$ cat src/rtl/inst_fetch_resp.sv
// Instruction fetch response stage: issues one bus request per fetch and returns
// the instruction with a one-cycle valid. Optional alignment check: IF_ALIGN_CHECK_EN.
module inst_fetch_resp #(
    parameter int          TIMEOUT  = 255,
    parameter logic [31:0] NOP_INST = 32'h0000_0013
) (
    input  logic        clk,
    input  logic        rst,
    input  logic        ce,
    input  logic [31:0] pc,
    input  logic        flush,
    input  logic        stall_hold,
    output logic [31:0] inst,
    output logic        inst_valid,
    output logic        stallreq,
    output logic        mem_req,
    output logic [31:0] mem_addr,
    input  logic        mem_ack,
    input  logic [31:0] mem_rdata,
    output logic        bus_err,
    output logic        misalign_err
);

    typedef enum logic {IDLE, WAIT} state_t;

    localparam logic [8:0] TO_LIM = 9'(TIMEOUT);

    state_t      state_q, state_d;
    logic        mem_req_q, mem_req_d;
    logic [31:0] mem_addr_q, mem_addr_d;
    logic [31:0] inst_q, inst_d;
    logic        inst_valid_q, inst_valid_d;
    logic        bus_err_q, bus_err_d;
    logic        misalign_err_q, misalign_err_d;
    logic        drop_q, drop_d;
    logic [7:0]  cnt_q, cnt_d;
    logic        pend_q, pend_d;
    logic [31:0] pend_data_q, pend_data_d;

    logic        ack_v;
    logic        timeout;
    logic [7:0]  cnt_inc;

    assign ack_v    = mem_ack & mem_req_q;
    assign timeout  = ({1'b0, cnt_q} + 9'd1) >= TO_LIM;
    assign cnt_inc  = (cnt_q == 8'hFF) ? cnt_q : cnt_q + 8'd1;
    assign stallreq = (state_q == WAIT) & ~ack_v;

    always_comb begin
        state_d        = state_q;
        mem_req_d      = mem_req_q;
        mem_addr_d     = mem_addr_q;
        inst_d         = inst_q;
        inst_valid_d   = stall_hold ? inst_valid_q : 1'b0;
        bus_err_d      = 1'b0;
        misalign_err_d = 1'b0;
        drop_d         = drop_q;
        cnt_d          = cnt_q;
        pend_d         = pend_q;
        pend_data_d    = pend_data_q;

        // Data acked during a downstream stall is released on the first free cycle.
        if (pend_q && !stall_hold) begin
            inst_d       = pend_data_q;
            inst_valid_d = 1'b1;
            pend_d       = 1'b0;
        end

        case (state_q)
            IDLE: begin
                drop_d = 1'b0;
                if (flush) begin
                    inst_d       = NOP_INST;
                    inst_valid_d = 1'b0;
                    pend_d       = 1'b0;
                end else if (ce && !stall_hold) begin
`ifdef IF_ALIGN_CHECK_EN
                    if (pc[1:0] != 2'b00) begin
                        misalign_err_d = 1'b1;
                        inst_d         = NOP_INST;
                        inst_valid_d   = 1'b0;
                    end else begin
                        mem_req_d  = 1'b1;
                        mem_addr_d = pc;
                        cnt_d      = 8'd0;
                        state_d    = WAIT;
                    end
`else
                    mem_req_d  = 1'b1;
                    mem_addr_d = {pc[31:2], 2'b00};
                    cnt_d      = 8'd0;
                    state_d    = WAIT;
`endif
                end
            end
            WAIT: begin
                if (flush) begin
                    drop_d = 1'b1;
                    pend_d = 1'b0;
                end
                if (ack_v) begin
                    mem_req_d = 1'b0;
                    state_d   = IDLE;
                    drop_d    = 1'b0;
                    if (drop_q || flush) begin
                        if (!stall_hold) begin
                            inst_d       = NOP_INST;
                            inst_valid_d = 1'b0;
                        end
                    end else if (stall_hold) begin
                        pend_d      = 1'b1;
                        pend_data_d = mem_rdata;
                    end else begin
                        inst_d       = mem_rdata;
                        inst_valid_d = 1'b1;
                    end
                end else if (timeout) begin
                    bus_err_d = 1'b1;
                    mem_req_d = 1'b0;
                    state_d   = IDLE;
                    drop_d    = 1'b0;
                    cnt_d     = cnt_inc;
                    if (!stall_hold) begin
                        inst_d       = NOP_INST;
                        inst_valid_d = 1'b0;
                    end
                end else begin
                    cnt_d = cnt_inc;
                end
            end
            default: state_d = IDLE;
        endcase
    end

    always_ff @(posedge clk) begin
        if (rst) begin
            state_q        <= IDLE;
            mem_req_q      <= 1'b0;
            mem_addr_q     <= 32'd0;
            inst_q         <= NOP_INST;
            inst_valid_q   <= 1'b0;
            bus_err_q      <= 1'b0;
            misalign_err_q <= 1'b0;
            drop_q         <= 1'b0;
            cnt_q          <= 8'd0;
            pend_q         <= 1'b0;
            pend_data_q    <= 32'd0;
        end else begin
            state_q        <= state_d;
            mem_req_q      <= mem_req_d;
            mem_addr_q     <= mem_addr_d;
            inst_q         <= inst_d;
            inst_valid_q   <= inst_valid_d;
            bus_err_q      <= bus_err_d;
            misalign_err_q <= misalign_err_d;
            drop_q         <= drop_d;
            cnt_q          <= cnt_d;
            pend_q         <= pend_d;
            pend_data_q    <= pend_data_d;
        end
    end

    assign inst         = inst_q;
    assign inst_valid   = inst_valid_q;
    assign mem_req      = mem_req_q;
    assign mem_addr     = mem_addr_q;
    assign bus_err      = bus_err_q;
    assign misalign_err = misalign_err_q;

endmodule

$ cat config.mk
export PLATFORM = sky130hd
export DESIGN_NAME = inst_fetch_resp
export DESIGN_NICKNAME = d
export VERILOG_FILES = /design/src/rtl/inst_fetch_resp.sv
export SDC_FILE = /design/constraint.sdc
export NUM_CORES = 1
export LEC_CHECK = 0
export ABC_AREA = 0
export BUFFER_PORTS_ARGS = -buffer_cell sky130_fd_sc_hd__buf_2
export CAP_MARGIN = 5
export CORE_MARGIN = 10
export CORE_UTILIZATION = 53
export CTS_BUF_LIST = sky130_fd_sc_hd__clkbuf_4 sky130_fd_sc_hd__clkbuf_8
export CTS_CLUSTER_SIZE = 30
export DETAILED_ROUTE_END_ITERATION = 6
export GPL_ROUTABILITY_DRIVEN = 0
export GPL_TIMING_DRIVEN = 0
export HOLD_SLACK_MARGIN = 0.1
export PLACE_DENSITY_LB_ADDON = 0.12
export SETUP_SLACK_MARGIN = 0.2
export SYNTH_ARGS = -nofsm -noshare
export SYNTH_HDL_FRONTEND = slang
export SYNTH_SLANG_ARGS = --single-unit
$ cat constraint.sdc
create_clock -name clk -period 6.2 [get_ports clk]
set_input_delay 0.62 -clock clk [delete_from_list [all_inputs] [get_ports clk]]
set_output_delay 0.62 -clock clk [all_outputs]
set_load 0.05 [all_outputs]
# Word-level counts from Yosys, hierarchy flattened

Index checks and enable logic that the tools add are counted.

Register bits: 108
Input bits: 70
Output and inout bits: 69
Logic and storage cells: 78

$add $sub $neg: 2
Order comparisons: 1
Equality and inequality tests: 7
Multiplexer cells: 43
Bitwise gates (word level): 6
Reduce and logical (&&, ||, !) cells: 9

Operator list:

| operator                                                           | number |
|---|---|
| two-way mux 32 bit                                                 | 7 |
| case mux 32 bit (2 select lines)                                   | 1 |
| two-way mux 8 bit                                                  | 4 |
| two-way mux 1 bit                                                  | 25 |
| case mux 8 bit (2 select lines)                                    | 1 |
| case mux 1 bit (2 select lines)                                    | 5 |
| adder 8 x 1 -> 9 bit (second input constant)                       | 1 |
| greater-or-equal comparator 9 x 8 -> 1 bit (second input constant) | 1 |
| adder 8 x 1 -> 8 bit (second input constant)                       | 1 |
| equality test 8 bit (second input constant)                        | 1 |
| != test 2 bit (second input constant)                              | 4 |
| AND reduction 4 bit                                                | 2 |
| AND reduction 3 bit                                                | 2 |
| != test 4 x 2 -> 1 bit (second input constant)                     | 1 |
| NOT 1 bit                                                          | 4 |
| != test 3 x 1 -> 1 bit (second input constant)                     | 1 |
| OR reduction 3 bit                                                 | 1 |
| bitwise AND 1 bit                                                  | 2 |
| logical AND 1 bit                                                  | 2 |
| logical NOT 1 bit                                                  | 1 |
| logical OR 1 bit                                                   | 1 |

# Logic depth before layout (Yosys ltp)

Depth after elaboration: 8
Gate-level depth with buffers: 10
Gate-level depth less buffers: 8

# Worst setup path after synthesis

No wires, ideal clock.

Path type: register to register
Start point: register mem_req_q, in the netlist mem_req
End point: register with a tool-made name
Setup time: 115 ps
Data arrival time: 2519 ps
Setup slack: 3566 ps
Cell stages (with the launch flop): 10
Buffers on the path: 1
Clock period less this slack: 2634 ps
Path through: dfxtp_1 -> nand2_1 -> nand2_1 -> clkinv_1 -> o31ai_2 -> clkbuf_1 -> nor2_1 -> o21ai_0 -> a31oi_1 -> o21ba_2

RTL lines:

| what                     | line | RTL |
|---|---|---|
| start: declaration       | 29   | `logic mem_req_q, mem_req_d;` |
| start signal: assignment | 150  | `mem_req_q <= mem_req_d;` |

==> qor.yml <==
clock_tree:
  clkLatencyLatePin_ps: 400
  cts-htree-levels: 3
  cts_made_buffers: 9
  cts_buffer_depth: 2
  cts.root.buffer_cell: "sky130_fd_sc_hd__clkbuf_8"
  count_of_clock_tree_sinks: 108
  cts.repair_timing.setup_buffer_count: 0
  cts_tree: "yes"
  path_clk_slew_ps: 110
  cts_hold_buf: 0
  cts_repair_resize_count: 0
layout:
  flow.area_growth_from_synthesis_pct: 19.1
  sequential_cell_area_sq_um: 2160
  diode_insertion_count_for_antenna_repair: 0
  drive_above_1_share: 0.194
  total_area_of_multi_input_combinational_cells_sq_um: 2900
  fillCellCount: 914
  layout.nets: 955
  layout.cells.non_filler: 1020
synthesis:
  syn_avg_cell_area_sq_um: 7.33
  synth.ff_latch_count: 108
  ys_async_sr_fraction: 0
  syn-cell-area_sq_um: 5410
  synth.distinct_cells: 50
  synth_cells: 738
  synth.area.top_cells: "sky130_fd_sc_hd__dfxtp_1 40%, sky130_fd_sc_hd__nand2_1 11%, sky130_fd_sc_hd__a21oi_1 10%, sky130_fd_sc_hd__mux2i_1 6.3%, sky130_fd_sc_hd__nor2_1 5.3%"
  synth.largest_area_cell: "sky130_fd_sc_hd__dfxtp_1"
  yosysMostFrequentCell: "sky130_fd_sc_hd__nand2_1"
  yosysWarnings: 0
  synthDominantCellAreaShare: 0.399
  ys.flop_type: "sky130_fd_sc_hd__dfxtp_1"
  synth_seq_area_share: 0.399
  synth_enable_flop_cells: 0
  synth_top_cells_by_count: "163 x sky130_fd_sc_hd__nand2_1, 111 x sky130_fd_sc_hd__a21oi_1, 108 x sky130_fd_sc_hd__dfxtp_1, 77 x sky130_fd_sc_hd__nor2_1, 47 x sky130_fd_sc_hd__clkbuf_1"
timing:
  setup_tns_ps: 0
  max_freq_mhz: 356
  slew_headroom: 0.528
  timing_worst_slew_pin_value_ps: 704
  fin_worst_hold_slack_ps: 449
  setup_slack_ps: 3390
  timing.final.setup_violations: 0
  min_period_over_period: 0.453
  unrepaired_setup_endpoints_after_global_routing: "false"
  finalClockSkew_ps: 12.9
  period_minus_slack_ps: 2810
  final-hold-violation-count: 0
  slew_violations: 0
power_and_ir_drop:
  p_leak_nw: 2.78
  cellPowerDensity_nw_per_um2: 201
  power.ir.vdd_worst_v: 0.000166
worst_setup_path:
  critical-path-slowest-cell: "sky130_fd_sc_hd__or4_4"
  path_class: "register to register"
  cp-startpoint: "cnt_q[0]"
  worstSetupStartpointType: "register"
  endpoint_kind: "register"
  worstReg2RegStart: "cnt_q[0]"
  cpPeakStageDelay_ps: 560
  crit_required_ps: 6520
  worstPathMaxFanout: 10
  crit_path_cell_trace: "ha_1 > nand3_2 > mux2i_1 > or4_4 > clkbuf_1 > o21ai_0 > nand2_1 > o221ai_1"
  critPathArrivalTime_ps: 3120
drt:
  vias_per_cell: 5.61
  detailedRoute.firstIterationViolations: 469
  drt_pass1_iterations: 6
  totalWireLength_microns: 17000
  detailroute.via_count: 5721
  routed_wire_per_std_cell_microns: 16.7
  ant_nets: 0
  remaining_drc_errors: 0
global_route:
  globalRoute.totalOverflow: 0
  track_usage: 0.228
  grt_pass1_vias: 5806
  grt_first_pass_wirelength_microns: 27600
  grt_start_max_net_pins: 18
  antenna_found_initial: 0
floorplan:
  dieArea_sq_um: 14700
  floorplan.rows: 36
  core_sq_um: 9860
  start_util: 0.549
  die_width_microns: 121
  boundaryPins: 139
  die_height_microns: 121
place:
  numPortBuffers: 132
  numPlacedInstances: 1005
  post-dp-hpwl_microns: 12600
  preCtsSetupSlack_ps: 3440
hold_path:
  worst_hold_path_type: "primary input to register"
  hp-start: "pc[22]"
outcome:
  run_status: "complete, no violations"
run:
  maxCapViolCount: 0
==> report_power, final <==
group / switching [mW] / total, mW / internal, mW
clock network: 0.246 / 0.444 / 0.198
registers: 0.00537 / 0.707 / 0.702
logic: 0.0999 / 0.141 / 0.0413
==> kinds of logic (layout without fill, tap and decap cells) <==
kind of cell    Yosys count  count (layout)  synth area share
simple gates            274             274             0.206
compound gates          234             234             0.259
flops                   108             108             0.399
buf+inv                  85             232            0.0670
mux                      34              34            0.0629
fa+ha+maj                 2               2           0.00462
other cells               1               3          0.000693
==> per-stage QoR <==
step / util / cell area (sq um) / total power, mW
final: 0.653 / 6450 / 1.29
after detailed placement: 0.633 / 6250 / 0.863
after global routing: 0.653 / 6450 / 1.34
after floorplan: - / 5420 / 0.808
after global placement: 0.633 / 6250 / 0.860
after CTS: 0.653 / 6450 / 1.30
==> layer usage <==
metal | share of wire | vias up | global-route usage
li1 | - | 2798 | -
met1 | 0.41 | 2662 | 0.259
met2 | 0.48 | 242 | 0.385
met3 | 0.10 | 19 | 0.0875
met4 | 0.015 | 0 | 0.0716
met5 | 0 | - | 0
==> cell type report <==
type                       count  share of cell area
buffer                        60              0.0417
clock inverter                 5             0.00951
timing repair buffer         132               0.102
inverter                      25              0.0146
clock buffer                  10              0.0214
tap                          133              0.0258
sequential                   108               0.335
multi-input combinational    547               0.449
==> worst max-delay path: cells and delay by family, from the launching register on <==
| family | cells | cell delay (ps) |
|---|---|---|
| buffers and inverters | 1 | 250 |
| DFF | 1 | 440 |
| and+or+nand+nor | 3 | 900 |
| adders and majority gates | 1 | 300 |
| AOI/OAI and AO/OA | 2 | 720 |
| muxes | 1 | 130 |
==> cell usage in the layout (no fill, tap or decap), drive strengths merged, types with 2 or more instances in the layout <==
cell     count
nor2        77
a31oi       21
o31ai        2
a22o         3
clkinv       4
nor3         4
nor2b        2
buf        145
a22oi        8
clkbuf      57
nand2b       4
conb         3
o21ai       45
or2          2
a311oi       3
o21ba       19
ha           2
dfxtp      108
o2bb2ai      3
nand3        7
nand3b       2
a211oi       2
inv         25
o22ai        8
nand2      163
nor4         3
a21oi      111
mux2i       34
and3         5
==> path summary, 6_finish.rpt <==
kind,endpoint,slack [ps],depth (start not counted)
setup / recovery,register,3390,8
hold / removal,mem_addr[22],450,3
setup reg to reg,register,3390,8
hold reg to reg,mem_addr[18],460,2
Note: power is estimated with default switching activity, not from simulation.
